[src/rtl/mdu_pkg.sv]
// mdu_pkg
// Shared types and constants for the multiply/divide sequencer slice.
//   mdu_op_t    : encoding of op_e (MULT, MULTU, DIV, DIVU)
//   mdu_state_t : sequencer FSM states (IDLE, RUN, FIX)
//   MDU_ITER    : default iteration count, equal to the operand width
package mdu_pkg;

  localparam int MDU_ITER = 32;

  typedef enum logic [1:0] {
    MULT  = 2'b00,
    MULTU = 2'b01,
    DIV   = 2'b10,
    DIVU  = 2'b11
  } mdu_op_t;

  typedef enum logic [1:0] {
    IDLE = 2'b00,
    RUN  = 2'b01,
    FIX  = 2'b10
  } mdu_state_t;

endpackage

[src/rtl/mdu_iter_dp.sv]
// mdu_iter_dp
// One combinational iteration of the shared multiply/divide datapath.
// Multiply: shift-add, consuming one multiplier bit (LSB first) per step.
//   The {acc_hi,acc_lo} pair is the partial product, shifted right.
// Divide: restoring divide, producing one quotient bit (MSB first) per step.
//   acc_hi is the partial remainder and acc_lo collects quotient bits.
// Ports:
//   is_div          in  select divide (1) or multiply (0) step
//   acc_hi, acc_lo  in  current accumulator halves
//   opnd            in  multiplicand (mul) or divisor (div), magnitude form
//   xbit            in  current multiplier bit (mul) or dividend bit (div)
//   nxt_hi, nxt_lo  out accumulator halves after this step
module mdu_iter_dp #(
  parameter int W = 32
) (
  input  logic         is_div,
  input  logic [W-1:0] acc_hi,
  input  logic [W-1:0] acc_lo,
  input  logic [W-1:0] opnd,
  input  logic         xbit,
  output logic [W-1:0] nxt_hi,
  output logic [W-1:0] nxt_lo
);

  logic [W:0]   sum;
  logic [W:0]   shifted;
  logic [W-1:0] sub;
  logic         ge;

  // Both step flavours are computed every cycle and the op picks one.
  // The divide trial subtraction only needs the low W bits of the
  // difference: when the shifted remainder is >= divisor, the true
  // difference is below the divisor and therefore fits in W bits.
  always_comb begin
    sum     = {1'b0, acc_hi} + (xbit ? {1'b0, opnd} : '0);
    shifted = {acc_hi, xbit};
    ge      = (shifted >= {1'b0, opnd});
    sub     = shifted[W-1:0] - opnd;
    nxt_hi  = sum[W:1];
    nxt_lo  = {sum[0], acc_lo[W-1:1]};
    if (is_div) begin
      nxt_hi = ge ? sub : shifted[W-1:0];
      nxt_lo = {acc_lo[W-2:0], ge};
    end
  end

endmodule

[src/rtl/mdu_sequencer.sv]
// mdu_sequencer
// Iterative multiply/divide unit for the E stage. Owns HI/LO and drives the
// shared one-bit-per-cycle datapath for MULT/MULTU/DIV/DIVU. Signed ops run
// on magnitudes and the sign is restored in the FIX state.
// Ports:
//   clk, rst_n          clock (rising edge), async active-low reset
//   start_e, op_e       mul/div instruction valid in E and its opcode
//   srca_e, srcb_e      forwarded rs / rt operands
//   mthi_e, mtlo_e      move-to-HI/LO in E (honoured only in IDLE)
//   mfhilo_d            MFHI/MFLO in D
//   hi, lo              architectural HI/LO
//   busy                unit not idle
//   stall_req           combinational stall request to the hazard unit
module mdu_sequencer
  import mdu_pkg::*;
#(
  parameter int ITER = MDU_ITER
) (
  input  logic            clk,
  input  logic            rst_n,
  input  logic            start_e,
  input  logic [1:0]      op_e,
  input  logic [ITER-1:0] srca_e,
  input  logic [ITER-1:0] srcb_e,
  input  logic            mthi_e,
  input  logic            mtlo_e,
  input  logic            mfhilo_d,
  output logic [ITER-1:0] hi,
  output logic [ITER-1:0] lo,
  output logic            busy,
  output logic            stall_req
);

  localparam int CW = $clog2(ITER);

  mdu_state_t      state, state_nxt;
  logic [CW-1:0]   cnt;
  logic [ITER-1:0] acc_hi, acc_lo;
  logic [ITER-1:0] opnd, xreg;
  logic [ITER-1:0] hi_q, lo_q;
  mdu_op_t         op_q;
  logic            neg_q, sa_q, dz_q;

  logic            is_div_e, is_signed_e, sa_e, sb_e, div_zero_e;
  logic [ITER-1:0] abs_a, abs_b;
  logic [ITER-1:0] dp_hi, dp_lo;
  logic [ITER-1:0] fix_hi, fix_lo;
  logic            xbit;

  // Decode the incoming E-stage instruction: signedness, operand signs,
  // magnitudes and the divide-by-zero shortcut.
  always_comb begin
    is_div_e    = op_e[1];
    is_signed_e = ~op_e[0];
    sa_e        = is_signed_e & srca_e[ITER-1];
    sb_e        = is_signed_e & srcb_e[ITER-1];
    abs_a       = sa_e ? ('0 - srca_e) : srca_e;
    abs_b       = sb_e ? ('0 - srcb_e) : srcb_e;
    div_zero_e  = is_div_e && (srcb_e == '0);
  end

  // Multiply consumes the multiplier from the bottom, divide consumes the
  // dividend from the top, so the feed bit comes from opposite ends of xreg.
  assign xbit = op_q[1] ? xreg[ITER-1] : xreg[0];

  mdu_iter_dp #(.W(ITER)) u_dp (
    .is_div (op_q[1]),
    .acc_hi (acc_hi),
    .acc_lo (acc_lo),
    .opnd   (opnd),
    .xbit   (xbit),
    .nxt_hi (dp_hi),
    .nxt_lo (dp_lo)
  );

  // Sign restoration applied while in FIX. Signed multiply negates the whole
  // 64-bit product; signed divide negates the quotient when signs differ
  // and gives the remainder the dividend's sign. A divide by zero keeps the
  // raw {dividend, all-ones} pair untouched.
  always_comb begin
    fix_hi = acc_hi;
    fix_lo = acc_lo;
    if (!dz_q) begin
      if (op_q == MULT && neg_q) begin
        {fix_hi, fix_lo} = '0 - {acc_hi, acc_lo};
      end else if (op_q == DIV) begin
        if (neg_q) fix_lo = '0 - acc_lo;
        if (sa_q)  fix_hi = '0 - acc_hi;
      end
    end
  end

  // FSM state register; reset abandons any operation in flight.
  always_ff @(posedge clk or negedge rst_n) begin
    if (!rst_n) state <= IDLE;
    else        state <= state_nxt;
  end

  // Next-state logic. A start seen while busy is ignored here; the pipeline
  // keeps it in E via stall_req and it is picked up once back in IDLE.
  always_comb begin
    state_nxt = state;
    unique case (state)
      IDLE: if (start_e) state_nxt = div_zero_e ? FIX : RUN;
      RUN:  if (cnt == CW'(ITER - 1)) state_nxt = FIX;
      FIX:  state_nxt = IDLE;
      default: state_nxt = IDLE;
    endcase
  end

  // Datapath and architectural registers. IDLE latches operands (or the
  // divide-by-zero result directly) and services MTHI/MTLO when no start is
  // present. RUN steps the datapath once per cycle. FIX commits HI/LO.
  always_ff @(posedge clk or negedge rst_n) begin
    if (!rst_n) begin
      cnt    <= '0;
      acc_hi <= '0;
      acc_lo <= '0;
      opnd   <= '0;
      xreg   <= '0;
      hi_q   <= '0;
      lo_q   <= '0;
      op_q   <= MULT;
      neg_q  <= 1'b0;
      sa_q   <= 1'b0;
      dz_q   <= 1'b0;
    end else begin
      unique case (state)
        IDLE: begin
          if (start_e) begin
            op_q  <= mdu_op_t'(op_e);
            neg_q <= sa_e ^ sb_e;
            sa_q  <= sa_e;
            cnt   <= '0;
            opnd  <= is_div_e ? abs_b : abs_a;
            xreg  <= is_div_e ? abs_a : abs_b;
            if (div_zero_e) begin
              dz_q   <= 1'b1;
              acc_hi <= srca_e;
              acc_lo <= '1;
            end else begin
              dz_q   <= 1'b0;
              acc_hi <= '0;
              acc_lo <= '0;
            end
          end else begin
            if (mthi_e) hi_q <= srca_e;
            if (mtlo_e) lo_q <= srca_e;
          end
        end
        RUN: begin
          acc_hi <= dp_hi;
          acc_lo <= dp_lo;
          cnt    <= cnt + CW'(1);
          xreg   <= op_q[1] ? {xreg[ITER-2:0], 1'b0} : {1'b0, xreg[ITER-1:1]};
        end
        FIX: begin
          hi_q <= fix_hi;
          lo_q <= fix_lo;
        end
        default: ;
      endcase
    end
  end

  assign hi        = hi_q;
  assign lo        = lo_q;
  assign busy      = (state != IDLE);
  assign stall_req = busy & (start_e | mthi_e | mtlo_e | mfhilo_d);

endmodule

[config.mk]
export PLATFORM = sky130hd
export DESIGN_NAME = mdu_sequencer
export DESIGN_NICKNAME = d
export VERILOG_FILES = /design/src/rtl/mdu_pkg.sv /design/src/rtl/mdu_iter_dp.sv /design/src/rtl/mdu_sequencer.sv
export SDC_FILE = /design/constraint.sdc
export NUM_CORES = 1
export LEC_CHECK = 0
export ABC_AREA = 0
export CORE_MARGIN = 2
export CORE_UTILIZATION = 50
export DETAILED_ROUTE_END_ITERATION = 10
export HOLD_SLACK_MARGIN = 0.15
export MAX_ROUTING_LAYER = met4
export PLACE_DENSITY = 0.74
export SLEW_MARGIN = 20
export SYNTH_ARGS = -nofsm -noshare
export SYNTH_HDL_FRONTEND = slang
export SYNTH_SLANG_ARGS = --single-unit
export TNS_END_PERCENT = 10
[constraint.sdc]
create_clock -name clk -period 4.2 [get_ports clk]
set_clock_uncertainty 0.1 [all_clocks]
set_input_delay 0.42 -clock clk [delete_from_list [all_inputs] [get_ports clk]]
set_output_delay 0.42 -clock clk [all_outputs]
set_load 0.01 [all_outputs]
==> metrics.txt, run 1 <==
I/O Buffers=137; router iterations before antenna repair=8; Layout Utilization=0.602; slowest CP cell=a2111oi_1; fill count=3026; Tightest Pin Transition=~0.90 ns; main combinational cell family by area after synthesis=compound AO/OA/AOI/OAI gates; critical path depth in cells=14; post-synthesis simple-gate area fraction=0.182; P&R area growth vs syn=18.5%; Core Footprint=0.0334 sq mm; r2r endpoint=acc_hi[27]; post-synthesis mux area share=0.0861; WS Path Type=register to register; hold_sp=op_e[1]; Mean Syn Cell Area=7.95 sq um; FF+latch area=just over 0.005 sq mm; cells after synthesis=2136; Crit path largest cell delay=around 0.52 ns; Yosys top cell by area=dfrtp_1; Clock transition at path regs=0.06 ns; I/O Pins=138; number of synthesized flops with an enable pin=0; Endpoint, Worst Hold=opnd[25]; ratio of cells with drive above 1 in the final layout=0.101; Placer Congestion=1.03; final setup TNS=0 ns; Placed Cells=roughly 2.7k; post-synthesis compound-gate area fraction=0.241; CTS Root Cell=clkbuf_16; #FFs+latches synth=just over 200; Synth Cell Area=0.0170 sq mm; vias=17.1k; r2r setup slk=0.30 ns; Max-slew headroom=0.403; run status=completed; Net Count, Synth=2281; CP Cell Sequence=mux2i_2 -> buf_12 -> nor2_1 -> ha_1 -> and3_1 -> a221oi_1 -> buf_4 -> a2111oi_1 -> nand4b_1 -> o211ai_1 -> o31ai_1 -> a21oi_1 -> or4_1 -> a41oi_1; xor/xnor share of the synthesized area=0.0898; H-tree Lvls=1; ys async rst share=1.00; final WL=~64 mm; Crit Path Max Fanout=13; post-synth top area share=0.301; post-route antenna net violation count=0; drt drc=0; Die Width=188 um; synth top area cells=dfrtp_1, o21ai_0, mux2i_1, nand2_1, a21oi_1; clock buffer depth=3; RSZ-0062 raised after global routing=false; most frequent cells after synthesis=o21ai_0, nand2_1, dfrtp_1, nor2_1, a21oi_1; Hold Path Stages=5; die area=0.0354 sq mm; Final Max Slew Viols=0; CTS tree=built; peak supply drop=0.636 mV; vias in the first global route=16.2k; final setup violation count=0; FP Rows=67; Pleak=8.19 nW; GRT Total Usage=0.367; fmax=256 MHz; register area share after synthesis=0.301; Worst Path Arrival=between 4 and 5 ns; Clk Latency, worst-skew pair=0.58 ns; Non-Filler Instances=2726; Final min period=3.90 ns; CP endpoint kind=register; max cap viols=0; Pwr per Cell Area=~900 mW/mm^2; Post-Synth Adder-Cell Area=0.0547; die height=188 um; Crit Reg-Reg Startpoint=op_q[1]; Initial Util=0.508; Distinct cells, synth=80; most common cell in the netlist=o21ai_0; CTS Buf Count=26; antenna violations before repair=1; critical path required time=4.59 ns; path depth of the worst reg2reg path=14; Final Hold Viols=0; routed len/inst=23.6 um; YS warnings=0; first-pass GRT wire length=97.4 mm; crit start category=register; Hold WC Path Type=input pin to register; aggregate global routing overflow=0; area occupied by multi-input gates=0.0111 sq mm; nets@finish=around 2.4k; vias per cell=6.28; largest net degree at the start of global routing=98; number of DRC markers in iteration 0=1881; # clock sinks=204; n_diodes=0; ys flop type=dfrtp_1; fin crit share=0.929; DP HPWL=between 40 and 50 mm; CP bufs+invs=2; Top delay family on crit path=compound AO/OA/AOI/OAI gates
==> registers in the layout (all words and copies together) (netlist names), 2 cells and up <==
name,count
lo,32
acc_lo,32
xreg,32
cnt,5
op_q,2
state,2
opnd,32
hi,32
acc_hi,32
==> cell families (layout without fill, tap and decap cells) <==
logic type	after synthesis	in the layout
AO/OA/AOI/OAI	677	677
AND/OR/NAND/NOR	665	665
flip-flops	204	204
buffers and inverters	202	344
XOR/XNOR	174	174
multiplexers	141	141
adder cells (fa/ha/maj)	73	73
==> worst min-delay path: cells and delay by family <==
kind                   cells  cell delay, ns
buffers and inverters      3            0.36
AO/OA/AOI/OAI              1            0.12
AND/OR/NAND/NOR            1            0.10
==> worst max path at each step <==
| stage | startpoint | end | slack (ns) |
|---|---|---|---|
| 2_1_floorplan | op_q[1] | acc_hi[23] | 0.006 |
| 3_3_place_gp | op_q[1] | acc_hi[27] | 0.28 |
| 3_5_place_dp | op_q[1] | acc_hi[27] | 0.19 |
| 4_1_cts | op_q[1] | acc_hi[27] | 0.16 |
| 5_1_grt | op_q[1] | acc_hi[27] | 0.08 |
| 6_report | op_q[1] | acc_hi[27] | 0.30 |
==> power breakdown <==
part | switching, W | total, W | internal (W)
logic | 0.00679 | 0.0117 | 0.00487
clock network | 0.000962 | 0.00244 | 0.00148
registers | 0.00102 | 0.00402 | 0.00300
==> stage by stage <==
stage                     hold slack [ns]  total power [W]  area (sq um)  setup WS [ns]
after detailed placement            0.378           0.0154         19200          0.186
after global routing                0.406           0.0193         20100         0.0781
after floorplan                    0.0244           0.0115         17000        0.00623
after global placement              0.365           0.0153         19200          0.283
after CTS                           0.357           0.0179         20100          0.160
final                               0.377           0.0181         20100          0.298
==> cells in the final DEF, fill, tap and decap left out, types with 39 or more instances in the layout <==
cell type / netlist / layout
xor2_1: 73 / 73
nor3_1: 43 / 43
mux2i_1: 101 / 100
mux2_2: 39 / 39
ha_1: 71 / 71
a21oi_1: 183 / 183
xnor2_1: 101 / 101
nand2_1: 245 / 245
inv_1: 58 / 58
o21ai_0: 255 / 255
clkdlybuf4s50_1: 0 / 135
dfrtp_1: 204 / 203
buf_4: 2 / 96
nor2_1: 204 / 202
==> cell type report <==
cell class | instances | area share
multi-input combinational | 1730 | 0.553
sequential | 204 | 0.254
timing repair buffer | 237 | 0.107
clock buffer | 34 | 0.0363
tap | 448 | 0.0279
inverter | 59 | 0.0110
clock inverter | 14 | 0.0101
==> per-layer routing <==
layer	vias up	wire length (um)	track usage
met5	-	0	-
met4	0	3620	0.172
met3	176	4810	0.0529
met2	816	29000	0.566
met1	8201	27000	0.477
li1	7935	-	-
==> timing repair <==
action	in CTS	in global routing
resized for setup	0	2
endpoints found under the setup margin	0	2
setup buffers	0	0
hold buffers	1	0
endpoints found under the hold margin	93	0
Power figures use the tool's default switching activity.
==> run 2: changes to the inputs <==
Settings changed: CORE_MARGIN 2 to unset.
==> run 2 against run 1 <==
  * Register-to-register slack worse by 0.02 ns
  * Clock power fell by 2%
  * Routed wire length barely moved
  * Power grew 0.58%
  * Cell area decreased by 0.13%
  * Core utilization fell by 0.079 points
  * Count of clock-buffer cells in the layout is 3 higher
  * Final cell count increased by 0.11%
  * First-iteration DRC count fell by 8.2%
  * Worst setup slack got worse by 0.024 ns
  * Flip-flop and latch count unchanged
  * Critical endpoint is now acc_hi[25]
  * Non-clock buffer count rose by 3
==> metrics.txt, run 2 (synthesized netlist as in run 1, its figures left out) <==
run status=completed; vias=roughly 17k; routing usage on met1=0.487; peak supply drop=~0.5 mV; path depth of the worst reg2reg path=14; CP endpoint kind=register; Hold WS=0.376 ns; drt drc=0; Final Hold Viols=0; r2r endpoint=acc_hi[25]; max cap viols=0; pre-CTS WS=0.225 ns; final setup TNS=0 ns; DP HPWL=between 40 and 50 mm; most frequent cells in the layout=o21ai_0, nand2_1, dfrtp_1; r2r setup slk=0.27 ns; vias in the first global route=16.0k; first-pass GRT wire length=96.2 mm; Max-slew headroom=0.313; RSZ-0062 raised after global routing=false; Die Width=186 um; Final Power=between 0.015 and 0.02 W; Hold Path Stages=2; CTS tree=built; Core Footprint=0.0334 sq mm; # Post-CTS Setup Buffers=0; Most Crowded Layer GR=met2; ratio of cells with drive above 1 in the final layout=0.0987; final WL=64.3 mm; routed len/inst=23.6 um; Pwr per Cell Area=906 mW/mm^2; largest net degree at the start of global routing=116; H-tree Lvls=1; fill count=2954; Hold WC Path Type=register to register; Sw Pwr=around 0.009 W; Switching Share=0.486; die area=around 0.035 sq mm; CTS Buf Count=26; Final Max Slew Viols=0; Crit Reg-Reg Startpoint=op_q[1]; post-route antenna net violation count=0; Clock power frac=0.131; Flop pwr share=0.217; Comb pwr share=0.652; Worst Path Arrival=4.28 ns; I/O Buffers=about 140; M2 GR Usage=0.584; crit start category=register; I/O Pins=roughly 140; CTS Root Cell=clkbuf_16; # clock sinks=204; aggregate global routing overflow=0; clock buffer depth=3; Tightest Pin Transition=1.02 ns; Initial Util=0.508; P&R area growth vs syn=18.4%; Placer Congestion=1.02; die height=186 um; Clock transition at path regs=0.06 ns; antenna violations before repair=0; Crit Path Max Fanout=4; final setup violation count=0; Endpoint, Worst Hold=opnd[6]; Clk Latency, worst-skew pair=0.57 ns; number of DRC markers in iteration 0=1726; Final min period=3.93 ns; worst setup margin=0.274 ns; FP Rows=67; critical path required time=4.55 ns; Pleak=8.18 nW; vias per cell=between 6 and 7; internal power=0.00936 W; hold_sp=opnd[6]; GRT Total Usage=0.382; fmax=255 MHz; fin crit share=0.935; commonest non-fill, non-tap cell in the layout=o21ai_0; GR Util met3=0.0559; Layout Utilization=0.601; WS Path Type=register to register; nets@finish=2406; router iterations before antenna repair=6
-- run 2: worst max path at each step --
stage                     depth (start not counted)    start          to
final                                            14  op_q[1]  acc_hi[25]
after global routing                             14  op_q[1]  acc_hi[25]
after CTS                                        14  op_q[1]  acc_hi[25]
after detailed placement                         14  op_q[1]  acc_hi[25]
after global placement                           14  op_q[1]  acc_hi[25]
after floorplan                                  17  op_q[1]  acc_hi[23]
-- run 2: per-layer routing --
layer | up-vias | wire (um)
li1 | 7932 | -
met1 | 8253 | 26200
met2 | 861 | 28700
met3 | 198 | 5330
met4 | 0 | 4130
met5 | - | 0
-- run 2: final cells by class --
cell class	instances	area [sq um]	area share
Multi-Input combinational cell	1730	11100	0.554
Sequential cell	204	5110	0.254
Timing Repair Buffer	240	2170	0.108
Clock buffer	37	722	0.0359
Tap cell	448	561	0.0279
Inverter	59	221	0.0110
Clock inverter	10	180	0.00896
Antenna cell	1	2.50	0.000125
-- run 2: stage by stage --
step	area [sq um]	instances
after floorplan	17000	2136
after global placement	19200	2680
after detailed placement	19200	2680
after CTS	20100	2728
after global routing	20100	2728
final	20100	2729
-- run 2: critical path, cell delays in order (launching register included) --
cell      delay [ns]
dfrtp_4         0.48
mux2i_2         0.29
inv_1           0.08
ha_1            0.18
ha_1            0.22
fa_1            0.41
a21o_1          0.22
a221oi_1        0.24
buf_4           0.19
a21oi_1         0.10
a31oi_2         0.29
o311ai_0        0.21
o211ai_1        0.26
xor2_1          0.20
a221oi_1        0.32
-- run 2: power groups by stage --
stage | sequential [W] | clock (W) | combinational [W]
floorplan | 0.00385 | 0 | 0.00763
global placement | 0.00391 | 0 | 0.0114
detailed placement | 0.00395 | 0 | 0.0116
CTS | 0.00393 | 0.00240 | 0.0117
global route | 0.00407 | 0.00247 | 0.0128
finish | 0.00396 | 0.00239 | 0.0119
-- run 2: repair_timing --
action / in CTS / in global routing
endpoints found under the hold margin: 113 / 0
setup endpoints to repair: 0 / 2
hold buffers: 1 / 0
gates resized for setup: 0 / 2
